<file path="config.mk">
export PLATFORM = sky130hd
export DESIGN_NAME = uart_host_cmd_master
export DESIGN_NICKNAME = d
export VERILOG_FILES = /design/src/rtl/uart_host_cmd_master.sv
export SDC_FILE = /design/constraint.sdc
export NUM_CORES = 1
export LEC_CHECK = 0
export BUFFER_PORTS_ARGS = -buffer_cell sky130_fd_sc_hd__buf_2
export CELL_PAD_IN_SITES_DETAIL_PLACEMENT = 0
export CELL_PAD_IN_SITES_GLOBAL_PLACEMENT = 1
export CORE_ASPECT_RATIO = 1.25
export CORE_MARGIN = 8
export CORE_UTILIZATION = 28
export CTS_CLUSTER_DIAMETER = 60
export CTS_CLUSTER_SIZE = 20
export DETAILED_ROUTE_END_ITERATION = 7
export PLACE_DENSITY = 0.59
export SLEW_MARGIN = 15
export SYNTH_ARGS = -nofsm -noshare
export SYNTH_HDL_FRONTEND = slang
export SYNTH_SLANG_ARGS = --single-unit
export TNS_END_PERCENT = 10
</file>
<file path="constraint.sdc">
create_clock -name CLK -period 5.1 [get_ports CLK]
set_input_delay 0.51 -clock CLK [delete_from_list [all_inputs] [get_ports CLK]]
set_output_delay 0.51 -clock CLK [all_outputs]
set_load 0.03 [all_outputs]
</file>
<file path="src/rtl/uart_host_cmd_master.sv">
// Host-side UART command initiator: frames one command, collects its response.
// Optional response timeout enabled by defining UART_HOST_TIMEOUT_EN.
module uart_host_cmd_master #(
   parameter int TIMEOUT_CYC = 65535,
   parameter int TO_W        = 16
) (
   input  logic        CLK,
   input  logic        RST,
   input  logic        cmd_valid,
   output logic        cmd_ready,
   input  logic [1:0]  cmd_op,
   input  logic [7:0]  cmd_addr,
   input  logic [7:0]  cmd_wdata,
   input  logic [7:0]  cmd_opb,
   input  logic [3:0]  cmd_fun,
   output logic [7:0]  tx_byte,
   output logic        tx_valid,
   input  logic        tx_ready,
   input  logic [7:0]  rx_byte,
   input  logic        rx_valid,
   output logic        rsp_valid,
   output logic [15:0] rsp_data,
   output logic        rsp_timeout,
   output logic        rx_drop,
   output logic        busy
);

   typedef enum logic [1:0] {
      IDLE,
      SEND,
      WAIT_RSP,
      DONE
   } state_t;

   state_t state, state_nxt;

   logic [1:0] op;
   logic [7:0] addr;
   logic [7:0] wdata;
   logic [7:0] opb;
   logic [3:0] fun;
   logic [1:0] byte_idx;
   logic [1:0] rsp_idx;
   logic [7:0] rsp_b0;

   logic [1:0] last_idx;
   logic [1:0] rsp_cnt;
   logic       accept;
   logic       tx_fire;
   logic       tx_last;
   logic       rx_take;
   logic       rsp_last;
   logic       tmo;

   if (TIMEOUT_CYC >= (1 << TO_W)) begin : g_bad_cfg
      $error("TIMEOUT_CYC does not fit in TO_W bits");
   end

   // Frame length (as last byte index) and response byte count per op
   always_comb begin
      last_idx = 2'd0;
      rsp_cnt  = 2'd0;
      case (op)
         2'd0: begin last_idx = 2'd2; rsp_cnt = 2'd0; end
         2'd1: begin last_idx = 2'd1; rsp_cnt = 2'd1; end
         2'd2: begin last_idx = 2'd3; rsp_cnt = 2'd2; end
         default: begin last_idx = 2'd1; rsp_cnt = 2'd2; end
      endcase
   end

   always_comb begin
      tx_byte = 8'h00;
      if (state == SEND) begin
         case (op)
            2'd0: begin
               case (byte_idx)
                  2'd0: tx_byte = 8'hAA;
                  2'd1: tx_byte = addr;
                  default: tx_byte = wdata;
               endcase
            end
            2'd1: tx_byte = (byte_idx == 2'd0) ? 8'hBB : addr;
            2'd2: begin
               case (byte_idx)
                  2'd0: tx_byte = 8'hCC;
                  2'd1: tx_byte = wdata;
                  2'd2: tx_byte = opb;
                  default: tx_byte = {4'h0, fun};
               endcase
            end
            default: tx_byte = (byte_idx == 2'd0) ? 8'hDD : {4'h0, fun};
         endcase
      end
   end

   assign accept   = (state == IDLE) && cmd_valid;
   assign tx_fire  = (state == SEND) && tx_ready;
   assign tx_last  = tx_fire && (byte_idx == last_idx);
   assign rx_take  = (state == WAIT_RSP) && rx_valid;
   assign rsp_last = rx_take && (rsp_idx == (rsp_cnt - 2'd1));

`ifdef UART_HOST_TIMEOUT_EN
   logic [TO_W-1:0] to_cnt;

   // A byte arriving on the terminal count takes priority over the abort
   assign tmo = (state == WAIT_RSP) && !rx_valid
             && (to_cnt == TO_W'(TIMEOUT_CYC));

   always_ff @(posedge CLK or posedge RST) begin
      if (RST) begin
         to_cnt <= '0;
      end else if ((state != WAIT_RSP) || rx_valid) begin
         to_cnt <= '0;
      end else begin
         to_cnt <= to_cnt + 1'b1;
      end
   end
`else
   assign tmo = 1'b0;
`endif

   always_ff @(posedge CLK or posedge RST) begin
      if (RST) begin
         state <= IDLE;
      end else begin
         state <= state_nxt;
      end
   end

   always_comb begin
      state_nxt   = state;
      cmd_ready   = 1'b0;
      busy        = 1'b1;
      tx_valid    = 1'b0;
      rsp_valid   = 1'b0;
      rsp_timeout = 1'b0;
      rx_drop     = rx_valid && (state != WAIT_RSP);
      case (state)
         IDLE: begin
            cmd_ready = 1'b1;
            busy      = 1'b0;
            if (cmd_valid) state_nxt = SEND;
         end
         SEND: begin
            tx_valid = 1'b1;
            if (tx_last) begin
               state_nxt = (rsp_cnt != 2'd0) ? WAIT_RSP : DONE;
            end
         end
         WAIT_RSP: begin
            rsp_timeout = tmo;
            if (rsp_last) state_nxt = DONE;
            else if (tmo) state_nxt = IDLE;
         end
         default: begin
            rsp_valid = 1'b1;
            state_nxt = IDLE;
         end
      endcase
   end

   always_ff @(posedge CLK or posedge RST) begin
      if (RST) begin
         op       <= 2'd0;
         addr     <= 8'h00;
         wdata    <= 8'h00;
         opb      <= 8'h00;
         fun      <= 4'h0;
         byte_idx <= 2'd0;
         rsp_idx  <= 2'd0;
         rsp_b0   <= 8'h00;
         rsp_data <= 16'h0000;
      end else begin
         if (accept) begin
            op       <= cmd_op;
            addr     <= cmd_addr;
            wdata    <= cmd_wdata;
            opb      <= cmd_opb;
            fun      <= cmd_fun;
            byte_idx <= 2'd0;
            rsp_idx  <= 2'd0;
         end
         if (tx_fire) byte_idx <= byte_idx + 2'd1;
         if (tx_last && (rsp_cnt == 2'd0)) rsp_data <= 16'h0000;
         if (rx_take) begin
            rsp_idx <= rsp_idx + 2'd1;
            if (rsp_idx == 2'd0) rsp_b0 <= rx_byte;
         end
         // Assembled word lands only on completion; aborts leave it intact
         if (rsp_last) begin
            rsp_data <= (op == 2'd1) ? {8'h00, rx_byte}
                                     : {rx_byte, rsp_b0};
         end
      end
   end

endmodule

</file>
Word-level counts from Yosys, hierarchy flattened
Cells that the tools add are included.
{ "word_totals": {"regBits": 60, "latch_bits": 0, "mem_bits_rw": 0, "romBits": 0, "in_bits": 43, "output_inout_bits": 30, "memories": 0} }
{ "op_classes": {"n_addsub": 3, "mul": 0, "n_div": 0, "order_cmp": 0, "n_eq_ne": 12, "shifts": 0, "mux": 23, "n_bitwise": 0, "reduce_logical": 19} }
{ "ops": {"columns": ["operator", "n"], "rows": [
  ["$mux W16", 3],
  ["$pmux W8 S3", 2],
  ["$mux W8", 3],
  ["$pmux W8 S2", 1],
  ["$mux W2", 6],
  ["$logic_not A2 Y1", 5],
  ["$ne A2 B2 Y1 const B", 4],
  ["$pmux W2 S2", 2],
  ["$reduce_bool A2 Y1", 4],
  ["$logic_and A1 B1 Y1", 7],
  ["$eq A2 B1 Y1 const B", 3],
  ["$eq A2 B2 Y1 const B", 3],
  ["$pmux W2 S3", 1],
  ["$mux W1", 5],
  ["$add A2 B1 Y2 const B", 2],
  ["$eq A2 B2 Y1", 2],
  ["$reduce_and A3 Y1", 1],
  ["$reduce_or A3 Y1", 1],
  ["$reduce_and A2 Y1", 1],
  ["$sub A2 B1 Y2 const B", 1]
]} }

Depth between registers and ports, before layout
{ "logic_depth": {"ltp_word": 7, "mapped_depth": 8, "depth_no_buf": 6} }

Least setup slack after synthesis
Ideal clock, no wire load.
{ "synth_timing": {"path_kind": "register -> output", "startpoint": "register byte_idx[1]", "endpoint": "output tx_byte[5]", "t_arrival_ps": 2132, "required_ps": 4590, "setup_slack_ps": 2458, "path_stages_with_launch": 7, "path_buffers": 2, "cell_sequence": "dfrtp_1 > inv_1 > ha_1 > clkbuf_1 > clkbuf_1 > a32oi_1 > a221oi_1"} }
{ "synth_between": {"elab_chain_len": 4, "elab_cells_between_ends": 8, "classes_between": "2 x eq/ne; 5 x mux; 1 x reduce/logical"} }
{ "synth_rtl": {"columns": ["item", "line_no", "rtl"], "rows": [
  ["start: declaration", "42", "logic [1:0] byte_idx;"],
  ["start signal: assignment", "183", "if (tx_fire) byte_idx <= byte_idx + 2'd1;"],
  ["$eq A2 B2 Y1, or another cell as far along", "84", "case (byte_idx)"],
  ["$pmux W8 S3, or another cell as far along", "84", null],
  ["$pmux W8 S3 (*)", "74", "case (op)"],
  ["$mux W8 (*)", "73", "if (state == SEND) begin"],
  ["end: declaration", "16", "output logic [7:0] tx_byte,"]
]} }
Mark *: on every way between the ends. The rest lies on a longest branch, timed or not.

Worst setup path after layout
{ "layout_timing": {"startpoint": "register byte_idx[1]", "endpoint": "output tx_byte[3]"} }
{ "layout_between": {"elab_chain_len": 4, "elab_cells_between_ends": 9, "classes_between": "2 x eq/ne; 6 x mux; 1 x reduce/logical"} }
{ "layout_rtl": {"columns": ["item", "line_no"], "rows": [
  ["$eq A2 B2 Y1, or another cell as far along", "84"],
  ["$pmux W8 S3, or another cell as far along", "84"],
  ["$pmux W8 S3 (*)", "74"],
  ["$mux W8 (*)", "73"]
]} }
Marked as above.

==> key figures <==
Finish
  – Most frequent cells in the layout: buf_2 (71), dfrtp_1 (60), mux2_2 (40)
  – Commonest non-fill, non-tap cell in the layout: buf_2
  – Area grow syn2layout: 26.5%
  – Fin nets: 395
  – Antenna Cells: 0
  – Layout cells sized above 1: 39.2%

Synth
  – Synthesized area: 3120 um^2
  – EDFF count, synth: 0
  – Synth warnings: 0
  – Syn_nets: 328
  – #FFs+latches synth: 60
  – Most used flip-flop cell after synthesis: dfrtp_1
  – Syn avg cell area: 11.3 um^2
  – Cells after synthesis: 275
  – Yosys cell types: 49
  – Seq/Total Area, Yosys: 48.2%
  – Ys async rst share: 100%

Global routing
  – GR Util All Layers: 12.2%
  – Initial antenna violation count: 1
  – GR Overflow Total: 0
  – Gr busiest metal: met2
  – Vias in the first global route: 2624
  – Largest net degree at the start of global routing: 61
  – Routing usage on met1: 14.7%
  – Met2 global-route usage: 19.6%
  – First-pass GRT wire length: 13800 um
  – Global Route met3 Usage: 3.84%

CTS
  – Depth of the CTS H-tree: 3
  – Num CTS Buffers: 9
  – Post-CTS setup buffer count: 0
  – CTS tree: built
  – Max Root-Sink Buffers: 2
  – Worst skew pair latency: 330 ps
  – Clk sink count: 60
  – Root buf cell: clkbuf_16
  – PostCTS Resize Cnt: 0
  – Clock slew at reported path FFs: 60 ps
  – Cts hold-fix bufs: 0

Timing
  – Unrepaired setup endpoints after global routing: false
  – Max-slew violations: 0
  – Final Cycle Share: 59.7%
  – Fmax: 328 MHz
  – Slew HR: 23.9%
  – Setup TNS: 0 ps
  – Hold Fails Final Rpt: 0
  – Final Critical Period: 3050 ps
  – Slew @ Worst Pin: 1130 ps
  – Final setup violation count: 0
  – Clock skew after layout: 7.10 ps

Setup path
  – CP max FO: 19
  – Data arrival, critical path: 2540 ps
  – Cell at the slowest stage of the critical path: dfrtp_1
  – Critical Path End Type: output pin
  – Worst path cell trace: inv_1 -> ha_1 -> nor2_1 -> mux2_2 -> a2bb2oi_1 -> o221a_2 -> buf_2
  – Crit Path Category: flip-flop to output pin
  – Crit-path max cell delay: 420 ps
  – Worst endpoint required time: 4590 ps
  – Startpoint type of the worst setup path: flip-flop

Route
  – DRT iter0 DRCs: 59
  – Via density: 4.94
  – Drt pass-1 iters: 4
  – Via Count: 2381
  – Antenna-violating nets left: 0
  – Total Routed Length: 8520 um
  – WL/cell: 17.7 um
  – DRC: 0

Power and ir drop
  – Net Sw Frac: 38.8%
  – Sequential power share: 32.4%
  – P_leak: 1.85 nW
  – Clock share of power: 26.2%
  – Comb pwr share: 41.5%
  – VDD IR max: 0.244 mV
  – Switching Power: 1.11 mW
  – Power per cell area: 723 nW/um^2
  – Total power: 2.85 mW
  – Internal power: 1.74 mW

Floorplanning
  – Die X: 110 um
  – Chip Height: 134 um
  – Row Count: 43
  – I/O pin total: 73
  – Die ar.: 14800 um^2
  – Placeable core area: 11000 um^2
  – Starting Density: 28.4%

Status
  – Status: completed

Placed design
  – Detailed placer's ending HPWL: 6150 um
  – Port bufs: 71
  – Global placer's final weighted congestion: 0.754

Flow run
  – Max-cap violation count: 0

Worst hold path
  – Hold Crit Class: input pin to asynchronous set/reset pin
[per-stage QoR]
stage	instances	hold WS [ps]	instance area (um^2)	setup WS [ps]	util [%]
final	482	388	3940	2050	35.9
after global routing	482	411	3940	1850	35.9
after CTS	482	404	3940	2010	35.9
after detailed placement	466	487	3580	2360	32.6
after global placement	466	486	3580	2450	32.6
after floorplan	275	470	3120	2460	-
[layer usage]
metal / share of wire, % / wire [um]
met1: 43 / 3630
met2: 49 / 4210
met3: 7.0 / 595
met4: 1.0 / 87
met5: 0.094 / 8
[critical path, delay by kind of cell, from the launching register on]
kind                       cells  cell delay (ps)
DFF                            1              420
adders and majority gates      1              400
muxes                          1              380
buffers and inverters          2              260
and+or+nand+nor                1              350
AOI/OAI and AO/OA              2              400
[final timing paths]
kind | start | to | slack [ps] | cells after the start
setup / recovery | byte_idx[1] | tx_byte[3] | 2050 | 7
hold / removal | RST | rsp_data[10] | 390 | 3
setup reg to reg | op[1] | rsp_data[10] | 2500 | 4
hold reg to reg | rsp_data[0] | rsp_data[0] | 500 | 2
max in group asynchronous | RST | opb[1] | 4150 | 3
min in group CLK | cmd_wdata[2] | wdata[2] | 420 | 2
[flip-flops by register name, summed over array words and instances (netlist names), 4 cells and up]
register  flops
rsp_data     16
addr          8
opb           8
rsp_b0        8
wdata         8
fun           4
[synthesized netlist by cell type (2+ instances only)]
cell type	number	area, um^2
dfrtp_1	60	1500
mux2_2	40	450
nand2_1	18	67.6
o21ai_0	18	90.1
nand3_1	17	85.1
inv_1	11	41.3
a22o_1	10	87.6
ha_1	10	125
clkbuf_1	9	33.8
mux2i_1	9	90.1
nor2_1	7	26.3
a31oi_1	5	31.3
nand2b_1	5	31.3
a22oi_1	4	30.0
buf_2	4	20.0
nor2b_1	4	25.0
a21oi_1	3	15.0
a32oi_1	3	26.3
a211o_1	2	17.5
a211oi_1	2	15.0
and3b_1	2	17.5
buf_4	2	15.0
mux2_1	2	22.5
nor3_1	2	10.0
o31ai_1	2	15.0
[power groups by stage]
stage                     Clock (mW)  Sequential, mW  Combinational [mW]
after CTS                      0.764           0.929                1.21
final                          0.746           0.923                1.18
after detailed placement           0           0.934                1.20
after global placement             0           0.926                1.18
after global routing           0.789           0.964                1.31
after floorplan                    0           0.925               0.877
[cells by family after synthesis]
group / count (synthesis) / share of synthesized area, %
AO/OA/AOI/OAI: 60 / 14.2
adder cells (fa/ha/maj): 10 / 4.01
buffers and inverters: 29 / 3.93
flip-flops: 60 / 48.2
multiplexers: 51 / 18.1
other: 1 / 0.120
AND/OR/NAND/NOR: 64 / 11.5
[area by class of cell]
class / instances / area [um^2]
Clock buffer: 10 / 229
Clock inverter: 6 / 136
Fill cell: 1138 / 7030
Inverter: 12 / 45.0
Multi-Input combinational cell: 186 / 1490
Sequential cell: 60 / 1500
Tap cell: 135 / 169
Timing Repair Buffer: 73 / 370
Power figures use the tool's default switching activity.
